$ cat src/rtl/clkgen_pkg.sv
// Shared limits and helpers for the integer clock divider.
// Optional sync_pulse output is enabled with CLKGEN_SYNC_PULSE_EN.
package clkgen_pkg;

  localparam int unsigned MIN_DIV_FACTOR = 2;
  localparam int unsigned MAX_DIV_FACTOR = 65536;

  // Counter width for a divide ratio n; never narrower than one bit.
  function automatic int unsigned cnt_width(input int unsigned n);
    return (n <= 2) ? 1 : $clog2(n);
  endfunction

endpackage

$ cat src/rtl/clock_divider_stage.sv
// Single divide-by-DIV_FACTOR stage: wrapping counter plus a registered output.
// Under CLKGEN_SYNC_PULSE_EN it also exports wrap_next (counter returns to 0 on the next edge).
module clock_divider_stage #(
  parameter int unsigned DIV_FACTOR = 2
) (
  input  logic clk_in,
  input  logic reset,
`ifdef CLKGEN_SYNC_PULSE_EN
  output logic wrap_next,
`endif
  output logic clk_out
);
  import clkgen_pkg::*;

  localparam int unsigned W    = cnt_width(DIV_FACTOR);
  localparam logic [W-1:0] LAST = W'(DIV_FACTOR - 1);
  localparam logic [W-1:0] HALF = W'(DIV_FACTOR / 2);

  if (DIV_FACTOR < MIN_DIV_FACTOR || DIV_FACTOR > MAX_DIV_FACTOR) begin : g_bad_factor
    $error("clock_divider_stage: DIV_FACTOR %0d outside [%0d,%0d]",
           DIV_FACTOR, MIN_DIV_FACTOR, MAX_DIV_FACTOR);
  end

  logic [W-1:0] cnt;
  logic [W-1:0] cnt_next;

  always_comb begin
    cnt_next = (cnt == LAST) ? '0 : cnt + W'(1);
  end

  // Output decided from cnt_next so it lands in a flop the same edge the counter moves.
  always_ff @(posedge clk_in or negedge reset) begin
    if (!reset) begin
      cnt     <= '0;
      clk_out <= 1'b0;
    end else begin
      cnt     <= cnt_next;
      clk_out <= (cnt_next >= HALF);
    end
  end

`ifdef CLKGEN_SYNC_PULSE_EN
  assign wrap_next = (cnt == LAST);
`endif

endmodule

$ cat src/rtl/clock_frequency_generator.sv
// Three independent integer clock dividers from one source clock.
// Define CLKGEN_SYNC_PULSE_EN to add sync_pulse, high one cycle when all counters realign at 0.
module clock_frequency_generator #(
  parameter int unsigned DIV_FACTOR_1 = 2,
  parameter int unsigned DIV_FACTOR_2 = 4,
  parameter int unsigned DIV_FACTOR_3 = 8
) (
  input  logic clk_in,
  input  logic reset,
  output logic clk_out_1,
  output logic clk_out_2,
  output logic clk_out_4
`ifdef CLKGEN_SYNC_PULSE_EN
  ,
  output logic sync_pulse
`endif
);
  import clkgen_pkg::*;

  localparam int NUM_STAGES = 3;
  localparam int unsigned DIVS [NUM_STAGES] = '{DIV_FACTOR_1, DIV_FACTOR_2, DIV_FACTOR_3};

  logic [NUM_STAGES-1:0] div_clk;
`ifdef CLKGEN_SYNC_PULSE_EN
  logic [NUM_STAGES-1:0] div_wrap;
`endif

  for (genvar g = 0; g < NUM_STAGES; g++) begin : g_stage
    clock_divider_stage #(
      .DIV_FACTOR(DIVS[g])
    ) u_stage (
      .clk_in   (clk_in),
      .reset    (reset),
`ifdef CLKGEN_SYNC_PULSE_EN
      .wrap_next(div_wrap[g]),
`endif
      .clk_out  (div_clk[g])
    );
  end

  assign clk_out_1 = div_clk[0];
  assign clk_out_2 = div_clk[1];
  assign clk_out_4 = div_clk[2];

`ifdef CLKGEN_SYNC_PULSE_EN
  // All counters wrap together on this edge -> every cnt is 0 right after it.
  always_ff @(posedge clk_in or negedge reset) begin
    if (!reset) sync_pulse <= 1'b0;
    else        sync_pulse <= &div_wrap;
  end
`endif

endmodule

$ cat config.mk
export PLATFORM = sky130hd
export DESIGN_NAME = clock_frequency_generator
export DESIGN_NICKNAME = d
export VERILOG_FILES = /design/src/rtl/clkgen_pkg.sv /design/src/rtl/clock_divider_stage.sv /design/src/rtl/clock_frequency_generator.sv
export SDC_FILE = /design/constraint.sdc
export NUM_CORES = 1
export LEC_CHECK = 0
export CAP_MARGIN = 0
export CORE_AREA = 2 2 39 41
export DETAILED_ROUTE_END_ITERATION = 12
export DIE_AREA = 0 0 41 43
export GPL_TIMING_DRIVEN = 1
export SETUP_SLACK_MARGIN = 0.5
export SKIP_LAST_GASP = 1
export SYNTH_ARGS = -nofsm -noshare
export SYNTH_HDL_FRONTEND = slang
export SYNTH_HIERARCHICAL = 1
export SYNTH_SLANG_ARGS = --single-unit
$ cat constraint.sdc
create_clock -name clk_in -period 1.1 [get_ports clk_in]
set_input_delay 0.11 -clock clk_in [delete_from_list [all_inputs] [get_ports clk_in]]
set_output_delay 0.11 -clock clk_in [all_outputs]
set_load 0.05 [all_outputs]
==> impl.org, run 1 <==
** Synthesis
- Post-synth net total :: 18
- Number of synthesized register bits :: 6
- After technology mapping, the gate count stands at 13.
- By area, the combinational part of the netlist is dominated by adder cells.
- After synthesis, flip-flops and latches occupy 73.17% of the total area.
- The synthesized netlist devotes 0% of its cell area to XOR and XNOR gates.
- Number of distinct library cell variants in the gate-level netlist after synthesis :: 5
- Summed instance area of the synthesized netlist :: around 210 sq um
- Number of synthesis warnings :: 6
- Synth Area in Adders :: 18.29%
- The synthesized netlist devotes 6.707% of its cell area to simple gates.
- A synthesized cell averages 15.78 sq um.
- The synthesized netlist devotes 0% of its cell area to compound gates.
- After synthesis, the share of cell area in mux cells is 0%.

** Critical path
- STA puts the critical path data required time at 0.99 ns.
- Sum of buffers and inverters on the critical path :: 1
- Capturing element type of the critical path :: output pin
- For this run, the slowest stage of the critical path takes ~0.42 ns.
- The slowest stage of the critical path belongs to the cell dfrtp_2.
- The worst setup path is of the register to output pin kind.
- Startpoint types :: register
- Arrival time reported for the critical path endpoint :: 0.81 ns
- Of all nets on the critical path, the largest fanout is 2.
- Category of cells accounting for the largest share of critical-path delay :: flip-flops
- Worst-path cell chain :: buf_12

** STA
- Upper clock frequency limit :: between 1000 and 1500 MHz
- Final sum of negative setup slack :: 0 ns
- The worst path needs roughly 0.9 ns of the cycle, external delays included.
- Transition time at the pin with the least slew margin :: 0.2592 ns
- The total count of hold-check failures in the final report came to 0.
- Worst slack on hold paths :: approximately 0.10 ns
- In this run the tightest slew margin relative to its limit is 82.66%.
- Setup violations remaining at the end of the flow were counted as 0.
- The number of pins exceeding their max-slew limit in the final report was 0.
- Final cycle utilization of the critical path :: between 80 and 90%
- Setup repair after global routing could not meet its margin everywhere.
- Final Skew :: just under 0.00007 ns

** CTS
- Clock-pin slew was measured on the worst setup and hold paths at 0.05 ns.
- Clock insertion delay at the later pin of the skew report :: roughly 0.23 ns
- Root buffer cell :: clkbuf_4
- TritonCTS clock tree :: done
- Hold repair after CTS inserted 0 buffers.
- CTS built an H-tree with a depth of 1.
- The clock passes through at most 2 buffers.
- Clock tree synthesis found a total of 6 sinks.
- In this run, CTS created clock tree buffers numbering 3.

** Finish
- Once layout is complete, the utilization of the core stands at 27.76%.
- The finished cells cover 384.1 sq um.
- Final layout net count :: 30
- Count of inserted antenna diode cells :: 0
- Area added between synthesis and finish :: 87.19%
- Commonest cells after routing, fill and taps aside :: 3 x clkbuf_4, 3 x dfrtp_2, 3 x dfrtp_1, 3 x buf_12
- Proportion of layout cells with a drive suffix above 1 :: between 70% and 80%
- Layout Cells excl Fill :: 40

** Floorplan
- The initial utilization of the core area, before any placement, comes to around 15%.
- Vert. Die Dim :: 43 um
- The die is 41 um wide.
- The floorplan step defined a core boundary enclosing approximately 1400 sq um.
- 5 I/O pins were placed.
- The floorplan step defined a die boundary enclosing approximately 1800 sq um.
- The initialized floorplan defines 14 standard-cell rows.

** Global routing
- The via count of the first global-routing pass came to 171.
- The first global-routing pass estimated 662 um of wire.
- Overall overflow remaining after global route :: 0
- Global routing used approximately 6.6% of the available tracks.
- Initial antenna violation count :: 0
- Entering global routing, the biggest net connects 7 pins.

** Route
- Wire length per cell after detailed routing :: around 8.3 um
- Vias per Instance :: ~3.3
- In the routed design, unresolved DRC markers number 0.
- The routed design has about 330 um of wire.
- The detail route stage leaves a number of antenna-violating nets equal to 0.
- First-iteration detailed-routing DRC count :: 0
- First-pass detailed-route iteration total :: 1
- Total number of vias :: roughly 130

** Power
- Power Density :: 1144 nW/um^2
- Leakage power of the design :: about 0.17 nW
- Peak supply drop :: ~240 uV

** Flow run
- Max-cap check violation count :: 0

** Placed design
- During placement, the flow inserted port buffers numbering 4.
- DP Cell Count :: 33
- In this run the cell area measured after placement is around 330 sq um.
- The congestion estimate from routability-driven global placement came to 0.4762.

** Outcome
- Outcome :: completed

** Min path
- The path class of the tightest hold or removal check is input port to async pin.
==> power by group <==
part	internal (mW)	switching, mW	total (mW)
Sequential	0.221	0	0.221
Clock	0.137	0.0738	0.211
Combinational	0.00316	0.00385	0.00700
==> stage by stage <==
stage	power [mW]	setup slack [ns]
finish	0.4393	0.1772
global route	0.4744	0.1353
CTS	0.4533	0.1644
detailed placement	0.2320	0.1960
global placement	0.2317	0.2142
floorplan	0.2247	0.2210
==> cells by family after synthesis <==
group,Yosys count
flip-flops,6
buffers and inverters,1
adder cells (fa/ha/maj),3
AND/OR/NAND/NOR,3
==> routing by layer <==
metal	up-vias	global-route usage, %	routed length (um)	share of wire, %
met4	0	8.000	0	0
met2	5	9.375	206	62
li1	62	-	-	-
met1	65	4.620	92	28
met3	0	4.712	31	9.4
met5	-	0	0	0
==> Yosys cell counts <==
| library cell | count | area, sq um |
|---|---|---|
| dfrtp_1 | 6 | 150.1 |
| ha_1 | 3 | 37.54 |
| inv_1 | 1 | 3.750 |
| nor2_1 | 2 | 7.510 |
| nor2b_1 | 1 | 6.260 |
==> flip-flops by register name (all words and copies together) (netlist names) <==
name,flops
g_stage.u_stage/clk_out,3
g_stage.u_stage/cnt,3
==> worst register-to-register path, delay by kind of cell (launching register included) <==
kind | cells | cell delay [ns]
simple gates | 1 | 0.09
flops | 1 | 0.38
fa+ha+maj | 2 | 0.35
==> final timing paths <==
check	startpoint	to	slack, ns	cells past startpoint
worst min register to register	g_stage[0].u_stage/clk_out$_DFF_PN0_	g_stage[0].u_stage/clk_out$_DFF_PN0_	0.46	1
worst max register to register	g_stage[2].u_stage/cnt[0]$_DFF_PN0_	g_stage[2].u_stage/cnt[1]$_DFF_PN0_	0.21	3
worst min-delay path	reset	g_stage[1].u_stage/cnt[0]$_DFF_PN0_	0.10	1
worst max-delay path	g_stage[1].u_stage/clk_out$_DFF_PN0_	clk_out_2	0.18	1
min in group clk_in	g_stage[0].u_stage/clk_out$_DFF_PN0_	g_stage[0].u_stage/clk_out$_DFF_PN0_	0.46	1
max in group asynchronous	reset	g_stage[2].u_stage/clk_out$_DFF_PN0_	0.76	1
==> timing repair <==
item | CTS | global route
gates resized for setup | 0 | 3
buffers inserted | 2 | 1
endpoints found under the setup margin | 8 | 8
pin swaps | 3 | 1
==> layout make-up <==
class	instances	area, sq um
Sequential cell	6	153.9
Inverter	1	3.754
Timing Repair Buffer	7	96.34
Fill cell	142	999.7
Tap cell	16	20.02
Clock buffer	4	26.28
Multi-Input combinational cell	6	83.83
(Power assumes the default switching activity.)
==> run 2: changes to the inputs <==
- clock period: 1.1 -> 0.8 ns (I/O delays scaled with it)
==> run 2 against run 1 <==
The flow now finishes with violations (hold timing, setup timing). Clock power increased by 44%. Count of clock-buffer cells in the layout unchanged. First-iteration DRC count increased by 1. Non-clock buffer count increased by 1. Via count increased by 9.1%. Worst setup slack got worse by 0.28 ns. Highest routed layer is now met4.
==> impl.org, run 2 (synthesis gave the netlist of run 1 again) <==
** Power
- The internal power was 496.0 uW (+37%).
- The clock share of power is 49.3% (+1.3 points).
- The sequential share of power came to 49.4% (-1.0 points).
- The power per standard cell area was 1558 nW/um^2 (+36%).
- The net load switching power was 120.1 uW (+55%).
- Leakage power of the design :: 0.1701 nW (+2.0%)
- Peak supply drop :: 431.5 uV (+79%)
- The combinational cell fraction of total power came to 1.3% (-0.3 points).
- Proportion of total power due to net switching :: 19.49% (+1.8 points)

** Route
- The average routed wire per standard cell was 8.829 um (+7.0%).
- First-iteration detailed-routing DRC count :: 1 (+1)
- The number of vias in the routed layout is 144 (+9.1%).
- The total iterations of the first detailed-routing run came to 2 (+1).
- The via count normalized by instance count is 3.512 (+6.4%).
- Remaining DRCs :: 0 (unchanged)
- The overall routed net length was 362 um (+9.7%).
- Routed Antenna Nets :: 0 (unchanged)

** STA
- RSZ-0062 raised after global routing :: true
- The total count of hold-check failures in the final report was 6 (+6).
- Crit path time final :: around 0.9 ns
- The setup clock skew after layout is 0.002623 ns (+0.002556 ns).
- Worst slack on hold paths :: -0.1944 ns (-0.2980 ns)
- The minimum setup slack in the final design is -0.09913 ns (-0.2763 ns).
- Transition time at the pin with the least slew margin :: 0.2713 ns (+0.01212 ns)
- Final cycle utilization of the critical path :: 112.4%
- For this run, the top clock speed supported by timing is ~1100 MHz.
- Normalized max-slew margin :: 81.91% (-0.75 points)
- Final setup fails :: 8 (+8)
- The number of pins exceeding their max-slew limit in the final report is 0 (unchanged).

** Finish
- The number of diodes added for antenna fixing came to 0 (unchanged).
- Layout Cells excl Fill :: 41 (+2.5%)
- Sequential cell area in the final layout :: 153.9 sq um (unchanged)
- Area added between synthesis and finish :: 92.68%
- The library cells used most frequently in the layout, excluding fill and tap cells, are 3 x clkbuf_4, 3 x dfrtp_2, 3 x buf_4, 3 x dfrtp_1, 3 x buf_12.
- Final layout net count :: 31 (+3.3%)
- The share of final-layout standard cells stronger than drive strength 1 came to 76.00% (+5.2 points).
- Area taken by multi-input logic gates :: 88.84 sq um (+6.0%)
- In the final layout, the registers with the most flip-flops are g_stage.u_stage/clk_out (3), g_stage.u_stage/cnt (3).
- Design Area, Final :: 395.4 sq um (+2.9%)
- Fill cells :: 151 (+6.3%)

** CTS
- The clock insertion delay at the later pin of the skew report came to 0.25 ns (+0.02 ns).
- Root buffer cell :: clkbuf_4
- CTS H-tree lvls :: 1 (unchanged)
- CTS Buffer Depth :: 2 (unchanged)
- The clock-pin slew on the worst setup and hold paths came to 0.05 ns (about the same).
- TritonCTS built the clock tree.
- Num Clock Sinks :: 6 (unchanged)
- The number of clock buffers inserted by TritonCTS is 3 (unchanged).

** Critical path
- The most critical setup path has its startpoint at g_stage[2].u_stage/cnt[0]$_DFF_PN0_.
- The maximum fanout along the worst path is 2 (unchanged).
- Arrival time reported for the critical path endpoint :: 1.07 ns (+0.26 ns)
- Startpoint types :: register
- The startpoint identified for the worst register-to-register timing path is g_stage[2].u_stage/cnt[0]$_DFF_PN0_.
- STA classifies the critical path endpoint as a register.
- Start-to-end type of the worst setup path :: register to register
- The data required time of the worst path was 0.97 ns (-0.02 ns).

** Floorplan
- Die area :: 1763 sq um (unchanged)
- The initial standard-cell utilization of the core was 14.83% (unchanged).
- Horiz. Die Dim :: 41 um (unchanged)
- Ports :: 5 (unchanged)
- The die span in y was 43 um (unchanged).
- The number of core rows is 14 (unchanged).
- The placeable core region was 1384 sq um (unchanged).

** Placed design
- The routability congestion estimate was 0.4939 (+3.7%).
- Number of input and output port buffers inserted :: 4 (unchanged)
- The instance area at placement came to 326.6 sq um (unchanged).
- DP Cell Count :: 33 (unchanged)

** Outcome
- Violated checks :: hold timing, setup timing
- The run finished, with violations left.

** Global routing
- Overall overflow remaining after global route :: 0 (unchanged)
- Maximum number of pins on one net before global-route repair :: 7 (unchanged)
- Vias in the first global route :: 170 (-0.58%)
- Initial antenna violation count :: 0 (unchanged)
- The global-route wire length before repair is 641 um (-3.2%).
- Global-route usage over all layers :: 6.478% (-0.10 points)

** Min path
- Classification of the worst-slack hold path :: input port to async pin

** Flow run
- Max-cap check violation count :: 0 (unchanged)
==> run 2: worst paths after layout <==
check | to | slack, ns | cells after the start
setup / recovery | g_stage[2].u_stage/cnt[1]$_DFF_PN0_ | -0.1 | 3
hold / removal | g_stage[2].u_stage/cnt[0]$_DFF_PN0_ | -0.19 | 1
setup reg to reg | g_stage[2].u_stage/cnt[1]$_DFF_PN0_ | -0.1 | 3
hold reg to reg | g_stage[1].u_stage/cnt[0]$_DFF_PN0_ | 0.51 | 1
max in group asynchronous | g_stage[1].u_stage/clk_out$_DFF_PN0_ | 0.76 | 1
min in group clk_in | g_stage[1].u_stage/cnt[0]$_DFF_PN0_ | 0.51 | 1
==> run 2: power by group through the flow <==
stage | logic, mW | registers (mW) | clock network (mW)
global placement | 0.00965 | 0.309 | 0
CTS | 0.00859 | 0.304 | 0.318
global route | 0.0101 | 0.304 | 0.335
finish | 0.00812 | 0.304 | 0.304
detailed placement | 0.0104 | 0.309 | 0
floorplan | 0.0000000405 | 0.309 | 0
==> run 2: cell type report <==
| cell class | instances | share of cell area (%) |
|---|---|---|
| tap | 16 | 5.063 |
| multi-input combinational | 6 | 22.47 |
| inverter | 1 | 0.9494 |
| clock buffer | 4 | 6.646 |
| timing repair buffer | 8 | 25.95 |
| sequential | 6 | 38.92 |
==> run 2: timing repair <==
| action | in CTS | in global routing |
|---|---|---|
| setup buffers | 2 | 2 |
| endpoints found under the hold margin | 6 | 6 |
| gates resized for setup | 5 | 1 |
| pin swaps | 2 | 2 |
| gates cloned | 0 | 0 |
| endpoints found under the setup margin | 15 | 9 |
==> run 2: stage by stage <==
stage | power, mW | hold slack (ns) | TNS, ns | utilization (%) | worst slack [ns]
after CTS | 0.6311 | -0.1938 | -0.7747 | 27.12 | -0.1297
after global placement | 0.3186 | 0.3264 | -0.2084 | 23.60 | -0.08603
after floorplan | 0.3090 | -0.2156 | -0.2929 | - | -0.07901
final | 0.6161 | -0.1944 | -0.6206 | 28.57 | -0.09913
after detailed placement | 0.3193 | 0.3408 | -0.3102 | 23.60 | -0.1122
after global routing | 0.6489 | -0.1695 | -0.7925 | 28.57 | -0.1201
==> run 2: critical path, stage by stage, from the launching register on <==
cell and delay [ns]:
dfrtp_1 0.38, ha_2 0.19, ha_4 0.16, nor2b_1 0.10
==> run 2: routing by layer <==
layer	track usage, %	vias to the layer above	part of all wire, %
met5	0	-	0
li1	-	65	-
met3	3.141	4	9.9
met2	9.375	7	55
met1	4.290	68	28
met4	10.00	0	6.6
==> run 3: changes to the inputs <==
- SKIP_CTS_REPAIR_TIMING: default -> 1
- clock period: 0.8 -> 1.05 ns (I/O delays scaled with it)
==> run 3 against run 2 <==
The flow now finishes without violations. Wire length fell by 10%. Die area did not move. Worst setup slack improved by 0.23 ns. Sequential power fell by 24%. Count of clock-buffer cells in the layout did not move. Non-clock buffer count did not move. Critical path depth fell by 2. Total power fell by 25%.
==> impl.org, run 3 (synthesis gave the netlist of run 1 again) <==
** Outcome
- The run finished with clean final reports.

** Route
- The DRC violation count after routing came to 0 (unchanged).
- Drt total wl :: 325 um (-10%)
- The total iterations of the first detailed-routing run was 1 (-1).
- First-iteration detailed-routing DRC count :: 0 (-1)
- Routed Antenna Nets :: 0 (unchanged)
- The via count normalized by instance count came to 3.293 (-6.3%).
- Total number of vias :: 135 (-6.3%)
- Wire length per cell after detailed routing :: 7.927 um (-10%)

** CTS
- TritonCTS clock tree :: done
- CTS clk-pin slew, worst paths :: 0.05 ns (about the same)
- CTS Buffer Depth :: 2 (unchanged)
- The clock insertion delay at the later pin of the skew report came to 0.23 ns (-0.02 ns).
- The H-tree depth reported by CTS was 1 (unchanged).
- The total number of clock tree sinks came to 6 (unchanged).
- The number of clock buffers inserted by TritonCTS is 3 (unchanged).
- Root buffer cell :: clkbuf_4

** Power
- Peak supply drop :: 260.7 uV (-40%)
- The leakage power figure was 0.1684 nW (-1.0%).
- Power Density :: 1176 nW/um^2 (-25%)

** Critical path
- STA classifies the critical path endpoint as an output pin.
- Required arrival time at the worst endpoint :: 0.94 ns (-0.03 ns)
- Maximum fanout along the worst path :: 2 (unchanged)
- For this design, the slowest cell found on the critical path is dfrtp_2.
- Walking the worst path, the cells encountered are buf_12.
- The most critical setup path has its startpoint at g_stage[1].u_stage/clk_out$_DFF_PN0_.
- The worst register-to-register path begins at g_stage[2].u_stage/cnt[0]$_DFF_PN0_.
- Category of cells accounting for the largest share of critical-path delay :: flip-flops
- STA classifies the critical path startpoint as a register.
- Arrival time reported for the critical path endpoint :: 0.81 ns (-0.26 ns)
- Start-to-end type of the worst setup path :: register to output pin
- The largest stage delay on the critical path was 0.42 ns (+0.04 ns).
- The buffer and inverter count on the worst path came to 1 (+1).

** Floorplan
- Initial core utilization :: 14.83% (unchanged)
- The die span in y was 43 um (unchanged).
- Placeable Area :: 1384 sq um (unchanged)
- The I/O pin count came to 5 (unchanged).
- The die footprint was 1763 sq um (unchanged).
- The die width came to 41 um (unchanged).
- Num rows :: 14 (unchanged)

** Finish
- The total number of nets in the final design came to 31 (unchanged).
- Area taken by multi-input logic gates :: 83.83 sq um (-5.6%)
- The count of fill cells added during filler insertion is 147 (-2.6%).
- Area added between synthesis and finish :: 90.85%
- In the final layout, the registers with the most flip-flops are g_stage.u_stage/clk_out (3), g_stage.u_stage/cnt (3).
- Count of inserted antenna diode cells :: 0 (unchanged)
- The sequential cell area is 153.9 sq um (unchanged).
- Commonest cells after routing, fill and taps aside :: 3 x clkbuf_4, 3 x dfrtp_2, 3 x buf_4, 3 x dfrtp_1, 3 x buf_12
- The share of final-layout standard cells stronger than drive strength 1 came to 76.00% (unchanged).

** STA
- The worst path needs 0.9159 ns of the cycle, external delays included.
- RSZ-0062 raised after global routing :: true
- The summed negative setup slack over all endpoints came to 0 ns (+0.6206 ns).
- The transition time at the pin with the least slew margin was 0.2656 ns (-0.005777 ns).
- Final setup fails :: 0 (-8)
- Final hold violation count :: 0 (-6)
- The final-layout worst hold slack is 0.1011 ns (+0.2955 ns).
- Normalized max-slew margin :: 82.24% (+0.33 points)
- Upper clock frequency limit :: ~1100 MHz
- Slew Viols, Final :: 0 (unchanged)
- The setup clock skew after layout was 0.00006362 ns (-0.002560 ns).
- Of the available clock period, the critical path in the final layout requires 87.23%.

** Global routing
- Initial antenna violation count :: 0 (unchanged)
- The global-route wire length before repair was 600 um (-6.4%).
- Vias in the first global route :: 161 (-5.3%)
- Overall overflow remaining after global route :: 0 (unchanged)
- The total global-route track usage was 6.073% (-0.40 points).
- Maximum number of pins on one net before global-route repair :: 7 (unchanged)

** Flow run
- Max-cap check violation count :: 0 (unchanged)

** Placed design
- Placer's final routability congestion estimate :: 0.4762 (-3.6%)
- The quantity of I/O buffers inserted on ports was 4 (unchanged).

** Min path
- Classification of the worst-slack hold path :: input port to async pin
==> run 3: power by group <==
group | internal [mW] | switching, mW
Sequential | 0.232 | 0
Clock | 0.144 | 0.0775
Combinational | 0.00331 | 0.00414
==> run 3: metrics by stage <==
step	power, mW	cell area [sq um]	std cells	utilization (%)	setup WS [ns]
3_3_place_gp	0.2427	326.6	33	23.60	0.1642
5_1_grt	0.4975	391.6	41	28.30	0.09544
3_5_place_dp	0.2431	326.6	33	23.60	0.1460
6_report	0.4605	391.6	41	28.30	0.1341
2_1_floorplan	0.2354	236.5	13	-	0.1710
4_1_cts	0.4749	352.8	37	25.50	0.09872
==> run 3: path summary, 6_finish.rpt <==
check	to	slack, ns	cells past startpoint
setup / recovery	clk_out_2	0.13	1
hold / removal	g_stage[1].u_stage/cnt[0]$_DFF_PN0_	0.10	1
min in group clk_in	g_stage[1].u_stage/cnt[0]$_DFF_PN0_	0.49	1
setup reg to reg	g_stage[2].u_stage/cnt[1]$_DFF_PN0_	0.15	3
hold reg to reg	g_stage[1].u_stage/cnt[0]$_DFF_PN0_	0.49	1
max in group asynchronous	g_stage[2].u_stage/clk_out$_DFF_PN0_	0.71	1
==> run 3: metal layers <==
layer,vias up,GRT usage (%),wire (um)
met2,5,8.438,194
met5,-,0,0
met1,66,3.960,99
met3,0,4.712,31
li1,64,-,-
met4,0,8.000,0
==> run 3: layout make-up <==
type | instances | area share (%)
clock buffer | 4 | 6.709
timing repair buffer | 8 | 26.52
multi-input combinational | 6 | 21.41
tap | 16 | 5.112
sequential | 6 | 39.30
inverter | 1 | 0.9585
